**src/rtl/ramped_bldc_drive_ctl_if.sv**
```systemverilog
// Host-side request and drive-status bundle for ramped_bldc_drive_ctl.
// Requests are level-sensitive and sampled on every sys_clk edge. Status outputs are registered.
interface ramped_bldc_drive_ctl_if #(
  parameter int duty_width  = 11,
  parameter int max_retries = 3
);
  logic                                 enable;
  logic [1:0]                           direction;
  logic [duty_width-1:0]                duty_target;
  logic                                 hall_error;
  logic                                 fault_n;
  logic                                 clear_lockout;

  logic [duty_width-1:0]                duty_out;
  logic [1:0]                           dir_out;
  logic                                 pwm_enable;
  logic                                 gate_enable;
  logic                                 gate_reset_pulse;
  logic [$clog2(max_retries+1)-1:0]     retry_count;
  logic                                 lockout;
  logic [2:0]                           driver_state;

  modport master (
    output enable, direction, duty_target, hall_error, fault_n, clear_lockout,
    input  duty_out, dir_out, pwm_enable, gate_enable, gate_reset_pulse,
           retry_count, lockout, driver_state
  );

  modport slave (
    input  enable, direction, duty_target, hall_error, fault_n, clear_lockout,
    output duty_out, dir_out, pwm_enable, gate_enable, gate_reset_pulse,
           retry_count, lockout, driver_state
  );
endinterface

```
**src/rtl/ramped_bldc_drive_ctl.sv**
```systemverilog
// BLDC drive sequencer with soft-start/stop duty ramping, a coast dwell on reversal,
// and bounded gate-driver fault retries that end in a host-cleared lockout.
module ramped_bldc_drive_ctl #(
  parameter int duty_width           = 11,
  parameter int ramp_step            = 1,
  parameter int ramp_interval_ticks  = 540,
  parameter int reversal_dwell_ticks = 54000,
  parameter int gate_reset_ticks     = 540,
  parameter int max_retries          = 3
) (
  input  logic                   sys_clk,
  input  logic                   reset,
  ramped_bldc_drive_ctl_if.slave bus
);

  localparam int rc_width = $clog2(max_retries + 1);
  localparam int rt_width = (ramp_interval_ticks > 1) ? $clog2(ramp_interval_ticks) : 1;
  localparam int wait_max = (reversal_dwell_ticks > gate_reset_ticks) ?
                            reversal_dwell_ticks : gate_reset_ticks;
  localparam int wt_width = (wait_max > 1) ? $clog2(wait_max) : 1;

  localparam logic [rt_width-1:0]   ramp_last  = rt_width'(ramp_interval_ticks - 1);
  localparam logic [wt_width-1:0]   dwell_last = wt_width'(reversal_dwell_ticks - 1);
  localparam logic [wt_width-1:0]   gate_last  = wt_width'(gate_reset_ticks - 1);
  localparam logic [duty_width-1:0] step_v     = duty_width'(ramp_step);
  localparam logic [rc_width-1:0]   retry_max  = rc_width'(max_retries);

  localparam logic [1:0] dir_none = 2'd0;
  localparam logic [1:0] dir_cw   = 2'd1;
  localparam logic [1:0] dir_ccw  = 2'd2;

  typedef enum logic [2:0] {
    IDLE       = 3'd0,
    RAMP_UP    = 3'd1,
    RUN        = 3'd2,
    RAMP_DOWN  = 3'd3,
    DWELL      = 3'd4,
    GATE_RESET = 3'd5,
    ERROR      = 3'd6,
    LOCKOUT    = 3'd7
  } state_t;

  state_t                state;
  logic [duty_width-1:0] duty_q;
  logic [1:0]            dir_q;
  logic                  pwm_q;
  logic                  gate_q;
  logic                  pulse_q;
  logic                  lock_q;
  logic [rc_width-1:0]   retry_q;
  logic [rt_width-1:0]   ramp_timer;
  logic [wt_width-1:0]   wait_timer;

  logic                  ramp_tick;
  logic                  req_valid;
  logic                  req_reverse;
  logic [duty_width-1:0] slew_duty;
  logic [duty_width-1:0] down_duty;

  assign ramp_tick   = (ramp_timer == ramp_last);
  assign req_valid   = bus.enable && ((bus.direction == dir_cw) || (bus.direction == dir_ccw));
  assign req_reverse = bus.enable &&
                       (((dir_q == dir_cw)  && (bus.direction == dir_ccw)) ||
                        ((dir_q == dir_ccw) && (bus.direction == dir_cw)));

  // Step toward the target; the last partial step lands exactly on it, so no wrap is possible.
  always_comb begin
    slew_duty = duty_q;
    if (bus.duty_target > duty_q) begin
      slew_duty = ((bus.duty_target - duty_q) < step_v) ? bus.duty_target : duty_q + step_v;
    end else if (bus.duty_target < duty_q) begin
      slew_duty = ((duty_q - bus.duty_target) < step_v) ? bus.duty_target : duty_q - step_v;
    end
  end

  always_comb begin
    down_duty = (duty_q < step_v) ? '0 : duty_q - step_v;
  end

  always_ff @(posedge sys_clk) begin
    if (reset) begin
      state      <= IDLE;
      duty_q     <= '0;
      dir_q      <= dir_none;
      pwm_q      <= 1'b0;
      gate_q     <= 1'b0;
      pulse_q    <= 1'b0;
      lock_q     <= 1'b0;
      retry_q    <= '0;
      ramp_timer <= '0;
      wait_timer <= '0;
    end else begin
      gate_q  <= bus.enable && !bus.hall_error &&
                 !(state inside {GATE_RESET, ERROR, LOCKOUT});
      pulse_q <= 1'b0;

      if (bus.hall_error && (state != LOCKOUT)) begin
        state  <= ERROR;
        duty_q <= '0;
        pwm_q  <= 1'b0;
        dir_q  <= dir_none;
      end else if (!bus.fault_n && (state inside {RAMP_UP, RUN, RAMP_DOWN})) begin
        duty_q     <= '0;
        pwm_q      <= 1'b0;
        dir_q      <= dir_none;
        wait_timer <= '0;
        if (retry_q < retry_max) begin
          state   <= GATE_RESET;
          retry_q <= retry_q + 1'b1;
          pulse_q <= 1'b1;
        end else begin
          state  <= LOCKOUT;
          lock_q <= 1'b1;
        end
      end else begin
        case (state)
          IDLE: begin
            if (req_valid) begin
              dir_q      <= bus.direction;
              pwm_q      <= 1'b1;
              ramp_timer <= '0;
              state      <= RAMP_UP;
            end
          end

          RAMP_UP, RUN: begin
            if (!bus.enable || (bus.direction != dir_q)) begin
              state      <= RAMP_DOWN;
              ramp_timer <= '0;
            end else begin
              ramp_timer <= ramp_tick ? '0 : ramp_timer + 1'b1;
              if (ramp_tick) duty_q <= slew_duty;
              if ((state == RAMP_UP) && (duty_q == bus.duty_target)) state <= RUN;
            end
          end

          // Once started, the ramp-down always completes before the request is re-examined.
          RAMP_DOWN: begin
            if (duty_q == '0) begin
              pwm_q <= 1'b0;
              dir_q <= dir_none;
              if (req_reverse) begin
                state      <= DWELL;
                wait_timer <= '0;
              end else begin
                state   <= IDLE;
                retry_q <= '0;
              end
            end else begin
              ramp_timer <= ramp_tick ? '0 : ramp_timer + 1'b1;
              if (ramp_tick) duty_q <= down_duty;
            end
          end

          DWELL: begin
            if (wait_timer == dwell_last) begin
              if (req_valid) begin
                dir_q      <= bus.direction;
                pwm_q      <= 1'b1;
                ramp_timer <= '0;
                state      <= RAMP_UP;
              end else begin
                state <= IDLE;
              end
            end else begin
              wait_timer <= wait_timer + 1'b1;
            end
          end

          GATE_RESET: begin
            if (wait_timer == gate_last) state <= IDLE;
            else wait_timer <= wait_timer + 1'b1;
          end

          ERROR: state <= IDLE;

          LOCKOUT: begin
            if (bus.clear_lockout && !bus.enable) begin
              state   <= IDLE;
              lock_q  <= 1'b0;
              retry_q <= '0;
            end
          end

          default: state <= IDLE;
        endcase
      end
    end
  end

  assign bus.duty_out         = duty_q;
  assign bus.dir_out          = dir_q;
  assign bus.pwm_enable       = pwm_q;
  assign bus.gate_enable      = gate_q;
  assign bus.gate_reset_pulse = pulse_q;
  assign bus.retry_count      = retry_q;
  assign bus.lockout          = lock_q;
  assign bus.driver_state     = state;

endmodule
```
**src/flat_wrapper.sv**
```systemverilog
// flat-port wrapper written by rule: the top's interface ports become plain ports
module ramped_bldc_drive_ctl_flat 
#(
  parameter int duty_width           = 11,
  parameter int ramp_step            = 1,
  parameter int ramp_interval_ticks  = 540,
  parameter int reversal_dwell_ticks = 54000,
  parameter int gate_reset_ticks     = 540,
  parameter int max_retries          = 3
)
  (sys_clk, reset, bus_enable, bus_direction, bus_duty_target, bus_hall_error, bus_fault_n, bus_clear_lockout, bus_duty_out, bus_dir_out, bus_pwm_enable, bus_gate_enable, bus_gate_reset_pulse, bus_retry_count, bus_lockout, bus_driver_state);
  ramped_bldc_drive_ctl_if #(.duty_width(duty_width), .max_retries(max_retries)) bus_i ();
  input  logic sys_clk;
  input  logic reset;
  input wire logic [$bits(bus_i.enable)-1:0] bus_enable;
  input wire logic [$bits(bus_i.direction)-1:0] bus_direction;
  input wire logic [$bits(bus_i.duty_target)-1:0] bus_duty_target;
  input wire logic [$bits(bus_i.hall_error)-1:0] bus_hall_error;
  input wire logic [$bits(bus_i.fault_n)-1:0] bus_fault_n;
  input wire logic [$bits(bus_i.clear_lockout)-1:0] bus_clear_lockout;
  output wire logic [$bits(bus_i.duty_out)-1:0] bus_duty_out;
  output wire logic [$bits(bus_i.dir_out)-1:0] bus_dir_out;
  output wire logic [$bits(bus_i.pwm_enable)-1:0] bus_pwm_enable;
  output wire logic [$bits(bus_i.gate_enable)-1:0] bus_gate_enable;
  output wire logic [$bits(bus_i.gate_reset_pulse)-1:0] bus_gate_reset_pulse;
  output wire logic [$bits(bus_i.retry_count)-1:0] bus_retry_count;
  output wire logic [$bits(bus_i.lockout)-1:0] bus_lockout;
  output wire logic [$bits(bus_i.driver_state)-1:0] bus_driver_state;
  assign bus_i.enable = bus_enable;
  assign bus_i.direction = bus_direction;
  assign bus_i.duty_target = bus_duty_target;
  assign bus_i.hall_error = bus_hall_error;
  assign bus_i.fault_n = bus_fault_n;
  assign bus_i.clear_lockout = bus_clear_lockout;
  assign bus_duty_out = bus_i.duty_out;
  assign bus_dir_out = bus_i.dir_out;
  assign bus_pwm_enable = bus_i.pwm_enable;
  assign bus_gate_enable = bus_i.gate_enable;
  assign bus_gate_reset_pulse = bus_i.gate_reset_pulse;
  assign bus_retry_count = bus_i.retry_count;
  assign bus_lockout = bus_i.lockout;
  assign bus_driver_state = bus_i.driver_state;
  ramped_bldc_drive_ctl #(.duty_width(duty_width), .ramp_step(ramp_step), .ramp_interval_ticks(ramp_interval_ticks), .reversal_dwell_ticks(reversal_dwell_ticks), .gate_reset_ticks(gate_reset_ticks), .max_retries(max_retries)) u_core (.sys_clk(sys_clk), .reset(reset), .bus(bus_i));
endmodule
```
**config.mk**
```make
export PLATFORM = sky130hd
export DESIGN_NAME = ramped_bldc_drive_ctl_flat
export DESIGN_NICKNAME = d
export VERILOG_FILES = /design/src/rtl/ramped_bldc_drive_ctl_if.sv /design/src/rtl/ramped_bldc_drive_ctl.sv /design/src/flat_wrapper.sv
export SDC_FILE = /design/constraint.sdc
export NUM_CORES = 1
export LEC_CHECK = 0
export ABC_AREA = 0
export BUFFER_PORTS_ARGS = -buffer_cell sky130_fd_sc_hd__buf_2
export CAP_MARGIN = 0
export CELL_PAD_IN_SITES_DETAIL_PLACEMENT = 0
export CELL_PAD_IN_SITES_GLOBAL_PLACEMENT = 1
export CORE_ASPECT_RATIO = 1.5
export CORE_MARGIN = 8
export CORE_UTILIZATION = 48
export DETAILED_ROUTE_END_ITERATION = 6
export GPL_TIMING_DRIVEN = 0
export HOLD_SLACK_MARGIN = 0.08
export PLACE_DENSITY = 0.9
export SYNTH_ARGS = -nofsm -noshare
export SYNTH_HDL_FRONTEND = slang
export SYNTH_SLANG_ARGS = --single-unit
export TNS_END_PERCENT = 20
```
**constraint.sdc**
```tcl
create_clock -name sys_clk -period 7.8 [get_ports sys_clk]
set_clock_uncertainty 0.05 [all_clocks]
set_input_delay 2.34 -clock sys_clk [delete_from_list [all_inputs] [get_ports sys_clk]]
set_output_delay 2.34 -clock sys_clk [all_outputs]
set_load 0.02 [all_outputs]
```
==> run metrics <==
outcome complete, no violations; final worst path period share 76.1%; Fin Setup TNS 0 ps; share of synthesized registers carrying an async set or reset 0%; Avg Cell Area, Syn 7.43 sq um; depth of the critical timing path with buffers and inverters included 12; count of state elements after synthesis 48; Place WS 1670 ps; post-route ant nets 0; Horiz. Die Dim 95.6 microns; post-synthesis share of cell area spent on xor and xnor gates 8.84%; syn nets 663; number of iterations in the first detailed-routing pass 5; hold path startpoint u_core.bus.lockout; max-cap viol count 0; startpoint of the lowest-slack register-to-register path u_core.bus.duty_out[0]; arrival time at the worst endpoint 6100 ps; net count reported at finish 709; count of distinct cell types in the synthesized netlist 77; number of I/O port buffers 39; Die Outline Area 12900 sq um; shortest period the worst path allows 5940 ps; largest fanout of any net on the critical path 4; number of pins exceeding their max-slew limit in the final report 0; total of hold buffers inserted after clock tree synthesis 0; fraction of synthesized area in multiplexers 3.87%; post-CTS setup buffers 0; combinational family with the most area after synthesis simple AND/OR/NAND/NOR gates; worst min-delay path category reg -> reg; highest clock frequency the design can meet 168 MHz; root buffer cell sky130_fd_sc_hd__clkbuf_16; final-report setup violation count 0; adder and majority cell fraction of the synthesized area 8.84%; number of antenna cells inserted 0; reg-to-reg critical path endpoint u_core.bus.duty_out[1]; sequential area share after synthesis 21.1%; total of fill cells in the finished design 979; wirelength, routed 14200 microns; simple-gate portion of the synthesized area 30.2%; crit path capture type flip-flop; synthesized cell area 4560 sq um; Cells after Synth 613; most common flop cell mapped by yosys sky130_fd_sc_hd__dfxtp_1; H-tree level count 2; Synth area leader sky130_fd_sc_hd__dfxtp_1; total power divided by cell area 122 nW/um^2; hold endpoint u_core.bus.lockout; via count of the first global-routing pass 4732; cts bufs inserted 5; Worst setup startpoint bus_duty_target[0]; fraction of layout instances using a drive strength above 1 12.0%; Synth Area in Compound Gates 21.5%; leakage 2.03 nW; slew at the pin with the worst max-slew slack 702 ps; count of standard-cell rows 43; estimated wirelength of the detail-placed design 11400 microns; total placed instance area 4890 sq um; type of origin of the critical path primary input; Crit path top cell by count sky130_fd_sc_hd__o21ai_0; first-pass GRT wire length 23000 microns; Worst slew margin 52.9%; maximum number of pins on one net before global-route repair 15; peak per-stage delay on the critical path 590 ps; Std-Cell Core Area 9250 sq um; Max stage delay cell, worst path sky130_fd_sc_hd__a211oi_1; GRT overflow 0; DIE HEIGHT 135 microns; RSZ-0062 raised after global routing no; buffers and inverters on the worst path 1; critical path cell sequence buf_2 > ha_1 > fa_1 > nand2b_1 > a211oi_1 > o311ai_0 > a32oi_1 > or4b_1 > o21ai_0 > mux2_2 > o22a_1 > o21ai_0; Layout Cell Area excl Fill 5030 sq um; final worst setup slack 1860 ps; cell types with the largest area share after synthesis sky130_fd_sc_hd__dfxtp_1 (21%), sky130_fd_sc_hd__ha_1 (8.0%), sky130_fd_sc_hd__xnor2_1 (6.3%); number of warnings issued by yosys 0; detailed-route via count 4765; cell depth of the worst flop-to-flop path 12; initial cell density of the core 49.2%; Resized cells post-CTS 0; flop2flop setup slack 3250 ps; vias per cell 6.18; routed wirelength normalized by instance count 18.5 microns; largest buffer count on any clock path 2; CP Data Required Time 7960 ps; clock net sink count 48; Synth top area share 21.1%; IR drop worst, VDD 0.000155 V; TritonCTS clock tree yes; total DRC errors in the routed layout 0; signed area change from the synthesized netlist to the final layout 10.4%; final hold violation count 0; clock-pin slew of the registers on the worst-case setup and hold paths 70 ps; cell class contributing the biggest share of worst-path delay compound AO/OA/AOI/OAI gates; WS Path Type in -> reg; total I/O pin count 41; Routability Congestion 0.954; count of routing violations after the opening detailed-route iteration 295; total global-route track usage 22.2%; hold depth 2; antenna violations before repair 0; number of synthesized flops with an enable pin 0; insertion delay of the later-clocked pin in the worst-skew pair 290 ps
cells in the final DEF, fill, tap and decap left out, drive strengths merged, types with 5 or more instances in the layout:
cell type  count
buf           50
or4            5
a31oi          5
xnor2         33
xor2          13
nand4         16
clkbuf        21
a221oi         5
and2           6
nand2         49
a2111oi        7
mux2i         15
ha            29
o21ai         38
nand2b        13
nor4           9
nor2b          8
inv           36
nor3          24
or3           16
dfxtp         48
and3          10
a211oi         6
nand3         16
nor2          71
a21oi         50
per-layer routing:
metal,up-vias,routed length [microns],part of all wire (%),global-route usage (%)
met2,162,7710,54,42.0
met3,48,526,3.7,2.55
li1,2297,-,-,-
met5,-,0,0,0
met1,2258,5340,38,22.1
met4,0,655,4.6,12.6
worst max-delay path by stage:
stage	endpoint	slack (ps)
final	u_core.bus.duty_out[1]	1860
after detailed placement	u_core.bus.duty_out[1]	1670
after global routing	u_core.bus.duty_out[1]	1790
after floorplan	u_core.bus.duty_out[6]	2700
after global placement	u_core.bus.duty_out[1]	1670
after CTS	u_core.bus.duty_out[1]	1970
worst min-delay path: stages, from the launching register on:
cell and delay [ps]:
sky130_fd_sc_hd__dfxtp_1 310, sky130_fd_sc_hd__o21ai_0 60, sky130_fd_sc_hd__a21oi_1 60
logic make-up (layout without fill, tap and decap cells):
| logic type | after synthesis | count (layout) |
|---|---|---|
| compound gates | 148 | 148 |
| flops | 48 | 48 |
| buf+inv | 64 | 110 |
| fa+ha+maj | 31 | 31 |
| xor+xnor | 46 | 46 |
| simple gates | 259 | 259 |
| mux | 17 | 17 |
area by class of cell:
cell class	instances	area (sq um)	area share, %
clock buffer	5	125	2.49
clock inverter	2	12.5	0.249
multi-input combinational	501	3340	66.3
sequential	48	961	19.1
buffer	27	120	2.39
inverter	37	139	2.76
tap	112	140	2.79
timing repair buffer	39	195	3.88
per-stage QoR:
| step | hold WS, ps | power, mW | cells | utilization, % |
|---|---|---|---|---|
| 3_5_place_dp | 416 | 0.405 | 764 | 52.9 |
| 2_1_floorplan | 416 | 0.364 | 613 | - |
| 6_report | 425 | 0.615 | 771 | 54.4 |
| 4_1_cts | 428 | 0.616 | 771 | 54.4 |
| 3_3_place_gp | 410 | 0.403 | 764 | 52.9 |
| 5_1_grt | 461 | 0.643 | 771 | 54.4 |
synth_stat cells, drive strengths merged (4+ instances only):
master	n
dfxtp	48
nand2b	13
o21ai	38
xor2	13
inv	36
buf	11
nor4	9
or3	16
a21oi	50
nor2	71
nand2	49
nand3	16
a211oi	6
xnor2	33
a2111oi	7
and2	6
clkbuf	16
ha	29
a21o	4
mux2i	15
nor3	24
nand4	16
a221oi	5
or4	5
a31oi	5
nor2b	8
or2	4
and3	10
state kept, by name, indices dropped and copies added (netlist names):
register / flops
u_core.bus.pwm_enable: 1
u_core.bus.duty_out: 11
u_core.bus.dir_out: 2
u_core.bus.lockout: 1
u_core.ramp_timer: 10
u_core.bus.driver_state: 3
u_core.bus.retry_count: 2
u_core.wait_timer: 16
u_core.bus.gate_reset_pulse: 1
u_core.bus.gate_enable: 1
power breakdown:
group	switching, mW	internal [mW]	total [mW]
sequential	0.00630	0.249	0.256
clock	0.0955	0.117	0.212
combinational	0.0953	0.0519	0.147
(Power assumes the default switching activity.)
